## src/rtl/stage_pkg.sv

```systemverilog
// Shared types and constants for the stage scheduler.
package stage_pkg;

  localparam int DATA_W = 16;
  localparam int RES_W  = 17;
  localparam int KEY_W  = 5;

  typedef enum logic [1:0] {
    IDLE  = 2'd0,
    ISSUE = 2'd1,
    WAIT  = 2'd2,
    RESP  = 2'd3
  } state_e;

  // Expand a requester index into its one-hot ready strobe.
  function automatic logic [1:0] onehot2(input logic idx);
    return idx ? 2'b10 : 2'b01;
  endfunction

endpackage

```

## src/rtl/rr_arb2.sv

```systemverilog
// Two-requester round-robin arbiter: a lone requester wins outright,
// a tie goes to the requester that was not granted last.
module rr_arb2 (
  input  logic [1:0] req,
  input  logic       last,
  output logic       grant,
  output logic       valid
);

  // Pick the winner from the request pattern and the last-granted index.
  always_comb begin
    valid = |req;
    grant = 1'b0;
    case (req)
      2'b01:   grant = 1'b0;
      2'b10:   grant = 1'b1;
      2'b11:   grant = ~last;
      default: grant = 1'b0;
    endcase
  end

endmodule

```

## src/rtl/stage_sched.sv

```systemverilog
// Stage scheduler: arbitrates two requesters, issues one operation at a
// time to an external stage, waits for completion or timeout, and returns
// the result on a valid/ready response channel.
module stage_sched
  import stage_pkg::*;
#(
  parameter int               TIMEOUT_CYC = 15,
  parameter logic [KEY_W-1:0] KEY_RST     = 5'b00000
) (
  input  logic                clk2,
  input  logic                rst,
  input  logic [1:0]          req_valid,
  input  logic [2*DATA_W-1:0] req_data,
  output logic [1:0]          req_ready,
  input  logic                key_wr,
  input  logic [KEY_W-1:0]    key_in,
  output logic                stg_start,
  output logic [DATA_W-1:0]   stg_data,
  output logic [KEY_W-1:0]    stg_key,
  input  logic                stg_done,
  input  logic [RES_W-1:0]    stg_result,
  output logic                rsp_valid,
  input  logic                rsp_ready,
  output logic                rsp_id,
  output logic [RES_W-1:0]    rsp_data,
  output logic                rsp_err,
  output logic                busy
);

  // WAIT lasts exactly TIMEOUT_CYC cycles: the timer is 0 in the first one.
  localparam logic [7:0] TMO_LAST = 8'(TIMEOUT_CYC - 1);

  state_e             state_r, state_s;
  logic [KEY_W-1:0]   key_r, key_snap_r;
  logic [DATA_W-1:0]  data_r;
  logic               id_r, last_r;
  logic [7:0]         timer_r;
  logic [RES_W-1:0]   rsp_data_r;
  logic               rsp_err_r;
  logic               grant_s, gvalid_s;
  logic               accept_s, done_s, tmo_s, release_s;

  rr_arb2 u_arb (
    .req   (req_valid),
    .last  (last_r),
    .grant (grant_s),
    .valid (gvalid_s)
  );

  // State register.
  always_ff @(posedge clk2 or posedge rst) begin
    if (rst) begin
      state_r <= IDLE;
    end else begin
      state_r <= state_s;
    end
  end

  // Next-state decode plus single-cycle event strobes and the ready strobe.
  always_comb begin
    state_s   = state_r;
    accept_s  = 1'b0;
    done_s    = 1'b0;
    tmo_s     = 1'b0;
    release_s = 1'b0;
    req_ready = 2'b00;
    case (state_r)
      IDLE: begin
        // Held reset must not leak a ready strobe through the comb path.
        if (gvalid_s && !rst) begin
          state_s   = ISSUE;
          accept_s  = 1'b1;
          req_ready = onehot2(grant_s);
        end else begin
          state_s = IDLE;
        end
      end
      ISSUE: state_s = WAIT;
      WAIT: begin
        // Completion takes precedence over a coinciding timeout.
        if (stg_done) begin
          state_s = RESP;
          done_s  = 1'b1;
        end else if (timer_r == TMO_LAST) begin
          state_s = RESP;
          tmo_s   = 1'b1;
        end else begin
          state_s = WAIT;
        end
      end
      RESP: begin
        if (rsp_ready) begin
          state_s   = IDLE;
          release_s = 1'b1;
        end else begin
          state_s = RESP;
        end
      end
      default: state_s = IDLE;
    endcase
  end

  // Key register: writable in any state; operations use their own snapshot.
  always_ff @(posedge clk2 or posedge rst) begin
    if (rst) begin
      key_r <= KEY_RST;
    end else if (key_wr) begin
      key_r <= key_in;
    end
  end

  // Capture the granted word, key snapshot and requester id on accept.
  always_ff @(posedge clk2 or posedge rst) begin
    if (rst) begin
      data_r     <= '0;
      key_snap_r <= '0;
      id_r       <= 1'b0;
    end else if (accept_s) begin
      data_r     <= grant_s ? req_data[2*DATA_W-1:DATA_W] : req_data[DATA_W-1:0];
      key_snap_r <= key_r;
      id_r       <= grant_s;
    end
  end

  // WAIT timer: cleared while issuing, counts every WAIT cycle.
  always_ff @(posedge clk2 or posedge rst) begin
    if (rst) begin
      timer_r <= 8'd0;
    end else if (state_r == ISSUE) begin
      timer_r <= 8'd0;
    end else if (state_r == WAIT) begin
      timer_r <= timer_r + 8'd1;
    end
  end

  // Response payload: stage result on completion, zero with error on timeout.
  always_ff @(posedge clk2 or posedge rst) begin
    if (rst) begin
      rsp_data_r <= '0;
      rsp_err_r  <= 1'b0;
    end else if (done_s) begin
      rsp_data_r <= stg_result;
      rsp_err_r  <= 1'b0;
    end else if (tmo_s) begin
      rsp_data_r <= '0;
      rsp_err_r  <= 1'b1;
    end
  end

  // Round-robin history advances only when a response is consumed.
  always_ff @(posedge clk2 or posedge rst) begin
    if (rst) begin
      last_r <= 1'b1;
    end else if (release_s) begin
      last_r <= id_r;
    end
  end

  assign stg_start = (state_r == ISSUE);
  assign stg_data  = data_r;
  assign stg_key   = key_snap_r;
  assign rsp_valid = (state_r == RESP);
  assign rsp_id    = id_r;
  assign rsp_data  = rsp_data_r;
  assign rsp_err   = rsp_err_r;
  assign busy      = (state_r != IDLE);

endmodule
```

## config.mk

```make
export PLATFORM = sky130hd
export DESIGN_NAME = stage_sched
export DESIGN_NICKNAME = d
export VERILOG_FILES = /design/src/rtl/stage_pkg.sv /design/src/rtl/rr_arb2.sv /design/src/rtl/stage_sched.sv
export SDC_FILE = /design/constraint.sdc
export NUM_CORES = 1
export LEC_CHECK = 0
export ABC_AREA = 1
export BUFFER_PORTS_ARGS = -buffer_cell sky130_fd_sc_hd__buf_2
export CORE_MARGIN = 5
export CORE_UTILIZATION = 35
export DETAILED_ROUTE_END_ITERATION = 10
export PLACE_DENSITY = 0.69
export SLEW_MARGIN = 20
export SYNTH_ARGS = -nofsm -noshare
export SYNTH_HDL_FRONTEND = slang
export SYNTH_HIERARCHICAL = 1
export SYNTH_SLANG_ARGS = --single-unit
```

## constraint.sdc

```tcl
create_clock -name clk2 -period 1.2 [get_ports clk2]
set_input_delay 0 -clock clk2 [delete_from_list [all_inputs] [get_ports clk2]]
set_output_delay 0 -clock clk2 [all_outputs]
set_load 0.005 [all_outputs]
```

# Yosys cells after proc, flatten, opt, wreduce, memory -nomap -nowiden
# Index checks and enable logic that the tools add are counted.
# W data, S select, Z words.
[word_totals]
regBits = 56
latchBits = 0
mem_bits_rw = 0
mem_bits_ro = 0
inputBits = 61
out_inout_bits = 45
elab_cells = 49
mem_count = 0
[classes]
add_sub_neg = 1
n_mul = 0
div = 0
n_lt_le_gt_ge = 0
n_eq_ne = 6
shift = 0
muxes = 25
bitwise_logic = 1
reduce_logical = 7
[ops]
columns = ["operator", "count"]
rows = [
  ["$mux W17", 2],
  ["$mux W16", 1],
  ["$mux W8", 2],
  ["$mux W1", 14],
  ["$add A8 B1 Y8 const B", 1],
  ["$eq A2 B2 Y1 const B", 4],
  ["$eq A8 B4 Y1 const B", 1],
  ["$mux W2", 4],
  ["$pmux W2 S4", 1],
  ["$reduce_bool A2 Y1", 3],
  ["$eq A2 B1 Y1 const B", 1],
  ["$logic_not A2 Y1", 1],
  ["$pmux W1 S2", 1],
  ["$reduce_or A2 Y1", 1],
  ["$logic_and A1 B1 Y1", 1],
  ["$logic_not A1 Y1", 1],
  ["$not A1 Y1", 1],
]

# Depth between registers and ports, before layout
[logic_depth]
depth_word = 6
ltp_mapped = 8

# By module
# Netlist, hierarchy kept.
[by_module_without_submodules]
columns = ["module", "instances", "cells_each", "area_per_inst_um2"]
rows = [
  ["stage_sched", 1, 283, 2501.1],
  ["rr_arb2", 1, 3, 15.0],
]

# Worst setup path before layout
# No wires, ideal clock.
[synth_timing]
kind = "input -> register"
startpoint = "in rst"
endpoint = "reg data_r[0] (netlist: stg_data[0])"
arrival_ns = 1.321
slack_ns = -0.245
path_stages = 6
path_buffers = 2
cell_sequence = "inv_2 > nand3_4 > buf_6 > buf_6 > nand2_1 > nand3_1"
[synth_via]
elab_chain_cells = 4
[synth_lines]
columns = ["item", "line_no", "text"]
rows = [
  ["from (decl)", "stage_sched.sv:11", "input logic rst,"],
  ["$logic_not A1 Y1 (no source line)", "-", ""],
  ["$logic_and A1 B1 Y1", "stage_sched.sv:70", "if (gvalid_s && !rst) begin"],
  ["$mux W1", "stage_sched.sv:70", ""],
  ["$mux W1", "stage_sched.sv:67", "case (state_r)"],
  ["to (signal assigned)", "stage_sched.sv:119", "data_r <= grant_s ? req_data[2*DATA_W-1:DATA_W] : req_data[DATA_W-1:0];"],
  ["to (decl)", "stage_sched.sv:35", "logic [DATA_W-1:0] data_r;"],
]
# Every way passes these cells.
# A chain may end at the register's enable or synchronous reset.

# Worst setup path after layout
[layout_timing]
startpoint = "reg state_r[0]"
endpoint = "reg data_r[3] (netlist: stg_data[3])"
[layout_via]
elab_chain_cells = 2
[layout_lines]
columns = ["item", "line_no", "text"]
rows = [
  ["from (decl)", "stage_sched.sv:33", "state_e state_r, state_s;"],
  ["from (signal assigned)", "stage_sched.sv:55", "state_r <= state_s;"],
  ["$logic_not A2 Y1", "stage_sched.sv:67", ""],
  ["$mux W1", "stage_sched.sv:67", ""],
]
# Every way passes these cells.

==> impl_metrics.py <==
metrics = {
    "critical_path": {
        "cpPeakStageDelay_ns": 0.41,
        "r2r_slack_ns": -0.21,
        "cp_max_fo": 10,
        "cp_cell_sequence": "inv_2 -> ha_4 -> nand3_4 -> nor2_4 -> buf_12 -> buf_4 -> nand2_1 -> nand3_1",
        "cp_slowest_cell": "dfrtp_1",
        "path_buf_inv": 3,
        "cp_top_family": "simple AND/OR/NAND/NOR gates",
        "endpoint_kind": "flop",
        "start_kind": "flop",
        "arrival_ns": 1.67,
        "path_class": "reg -> reg",
        "worstPathRequired_ns": 1.45,
    },
    "final_layout": {
        "final_core_utilization_pct": 63.1,
        "final_cell_area_mm2": 0.00451,
        "final_nets": 558,
        "nFillCells": 582,
        "final_cells": 591,
        "antenna_cells": 0,
        "layout-drive-gt1-share_pct": 43.1,
        "area_growth_pct": 79.1,
    },
    "global_routing": {
        "grt.busiest_layer": "met2",
        "met3_usage_pct": 4.70,
        "grt_pass1_vias": 2764,
        "antenna_found_initial": 0,
        "grt_max_degree": 57,
        "track_usage_pct": 18.0,
        "grt.met2_usage_pct": 33.1,
        "grt_util_met1_pct": 19.7,
        "grt_pass1_wl_um": 12800,
        "grt_overflow_total": 0,
    },
    "synthesis": {
        "synth_top_area_share_pct": 54.7,
        "synth_edf_count": 0,
        "yosys.area.top_type": "dfrtp_1",
        "syn_area_mm2": 0.00252,
        "synth-seq-cells": 56,
        "async_reset_ff_share_pct": 100,
        "synth_area_per_cell_um2": 8.80,
        "yosysUniqueCellTypes": 28,
        "syn_inst": 286,
        "yosysSeqAreaShare_pct": 55.7,
        "yosysWarningCount": 6,
        "ys.flop_type": "dfrtp_1",
        "yosysMostFrequentCell": "nand2_1",
        "synthTopCellsByCount": "107 x nand2_1, 55 x dfrtp_1, 36 x nand3_1",
        "synth.area.top_cells": "dfrtp_1 55%, nand2_1 16%, nand3_1 7.2%, inv_1 3.4%, ha_1 3.0%",
        "synth_nets": 353,
    },
    "cts": {
        "cts.path.max_buffers": 2,
        "clk_pin_slew_ns": 0.11,
        "clock_latency_ns": 0.31,
        "numCtsBuffers": 5,
        "cts_tree": "yes",
        "cts_sinks": 56,
        "root_buffer": "clkbuf_8",
        "htree_levels": 2,
    },
    "sta": {
        "timing.final.crit_share_pct": 118,
        "fin_skew_ns": 0.00784,
        "fin_ws_ns": -0.213,
        "max_freq_mhz": 708,
        "tightest_slew_ns": 0.710,
        "period_needed_ns": 1.41,
        "finalSetupViolCount": 53,
        "rsz0062_at_grt": "true",
        "hold_viol": 0,
        "slew_headroom_pct": 52.7,
        "drv_slew": 0,
    },
    "outcome": {
        "violations": "negative setup slack",
        "status": "finished with violations",
    },
    "placement": {
        "pre_cts_slack_ns": -0.118,
        "hpwl_um": 4600,
        "place_area_mm2": 0.00328,
        "dp.cells": 498,
        "place_congestion": 0.806,
        "port_buffers": 105,
    },
    "job": {
        "drv_cap": 0,
    },
    "power": {
        "total_power_uw": 8610,
        "peakVddDrop_uv": 818,
        "leakagePower_uw": 0.00230,
        "power.density_mw_per_mm2": 1910,
    },
    "die": {
        "ios": 106,
        "start_util_pct": 35.3,
        "die_x_um": 94.8,
        "die_y_um": 94.8,
        "dieArea_mm2": 0.00899,
        "design.core.area_mm2": 0.00714,
        "rows": 31,
    },
    "route": {
        "via_per_inst": 4.54,
        "vias": 2682,
        "drt_iter0_markers": 69,
        "detail_route.wl_per_cell_um": 13.9,
        "drtPass1Iterations": 7,
        "routed_wl_um": 8200,
        "post-route-drc-count": 0,
        "detail-route-antenna-nets": 0,
    },
    "worst_hold_path": {
        "hold_class": "in -> reg",
    },
}
-- stage by stage --
step | hold slack (ns) | setup TNS (ns)
after detailed placement | 0.193 | -3.62
after global placement | 0.190 | -1.72
final | 0.0741 | -7.04
after floorplan | -0.0480 | -1.92
after CTS | 0.0562 | -5.92
after global routing | 0.0849 | -11.28
-- worst reg2reg max path: stages, from the launching register on --
cell,delay (ns)
dfrtp_1,0.41
inv_2,0.10
ha_4,0.16
nand3_4,0.10
nor2_4,0.13
buf_12,0.11
buf_4,0.17
nand2_1,0.09
nand3_1,0.09
-- sequential cells by signal (all words and copies together), names as in the netlist --
register	count
key_r	5
last_r	1
state_r	2
timer_r	8
rsp_data	17
rsp_err	1
stg_key	5
rsp_id	1
stg_data	16
-- power by group --
group / switching (uW) / internal [uW] / total, uW
clock network: 662 / 430 / 1090
registers: 481 / 2650 / 3130
logic: 2110 / 2280 / 4390
total: 3250 / 5360 / 8610
-- logic make-up after synthesis --
group	after synthesis	share of synthesized area (%)
and+or+nand+nor	164	28.8
DFF	56	55.7
buffers and inverters	35	7.06
AOI/OAI and AO/OA	25	5.42
adders and majority gates	6	2.98
-- layout make-up --
type / count / area (um^2) / share of cell area (%)
Clock inverter: 3 / 27.5 / 0.611
Tap cell: 99 / 124 / 2.75
Inverter: 26 / 108 / 2.39
Clock buffer: 5 / 68.8 / 1.53
Multi-Input combinational cell: 198 / 1230 / 27.2
Timing Repair Buffer: 204 / 1550 / 34.4
Sequential cell: 56 / 1400 / 31.1
-- layout by cell type, fill, tap and decap left out, drive strengths merged --
cell / n
o21ai: 14
ha: 6
nand3: 38
dfstp: 1
a31oi: 1
inv: 26
buf: 143
clkinvlp: 1
or2: 1
dfrtp: 55
clkbuf: 5
nor2: 14
nor3: 1
o22ai: 1
clkinv: 2
a22oi: 2
nand2: 113
dlygate4sd3: 61
a21oi: 7
-- worst paths after layout --
kind,start,endpoint,depth (start not counted)
worst max-delay path,state_r[0],stg_data[3],8
worst min-delay path,stg_done,state_r[0],5
worst max register to register,state_r[0],stg_data[3],8
worst min register to register,stg_key[4],stg_key[4],2
max in group asynchronous,rst,timer_r[0],4
min in group asynchronous,rst,stg_data[8],4
-- routing by layer --
| metal | routed length [um] | vias to the layer above |
|---|---|---|
| li1 | - | 1317 |
| met3 | 431 | 16 |
| met1 | 3230 | 1264 |
| met4 | 154 | 0 |
| met5 | 0 | - |
| met2 | 4390 | 85 |
-- what timing repair did --
item | CTS | global route
buffers inserted | 15 | 9
resized for setup | 37 | 40
hold endpoints to repair | 94 | 0
hold buffers | 62 | 0
setup endpoints to repair | 52 | 59
cloned | 2 | 1
pin swaps | 8 | 10
(Power assumes the default switching activity.)
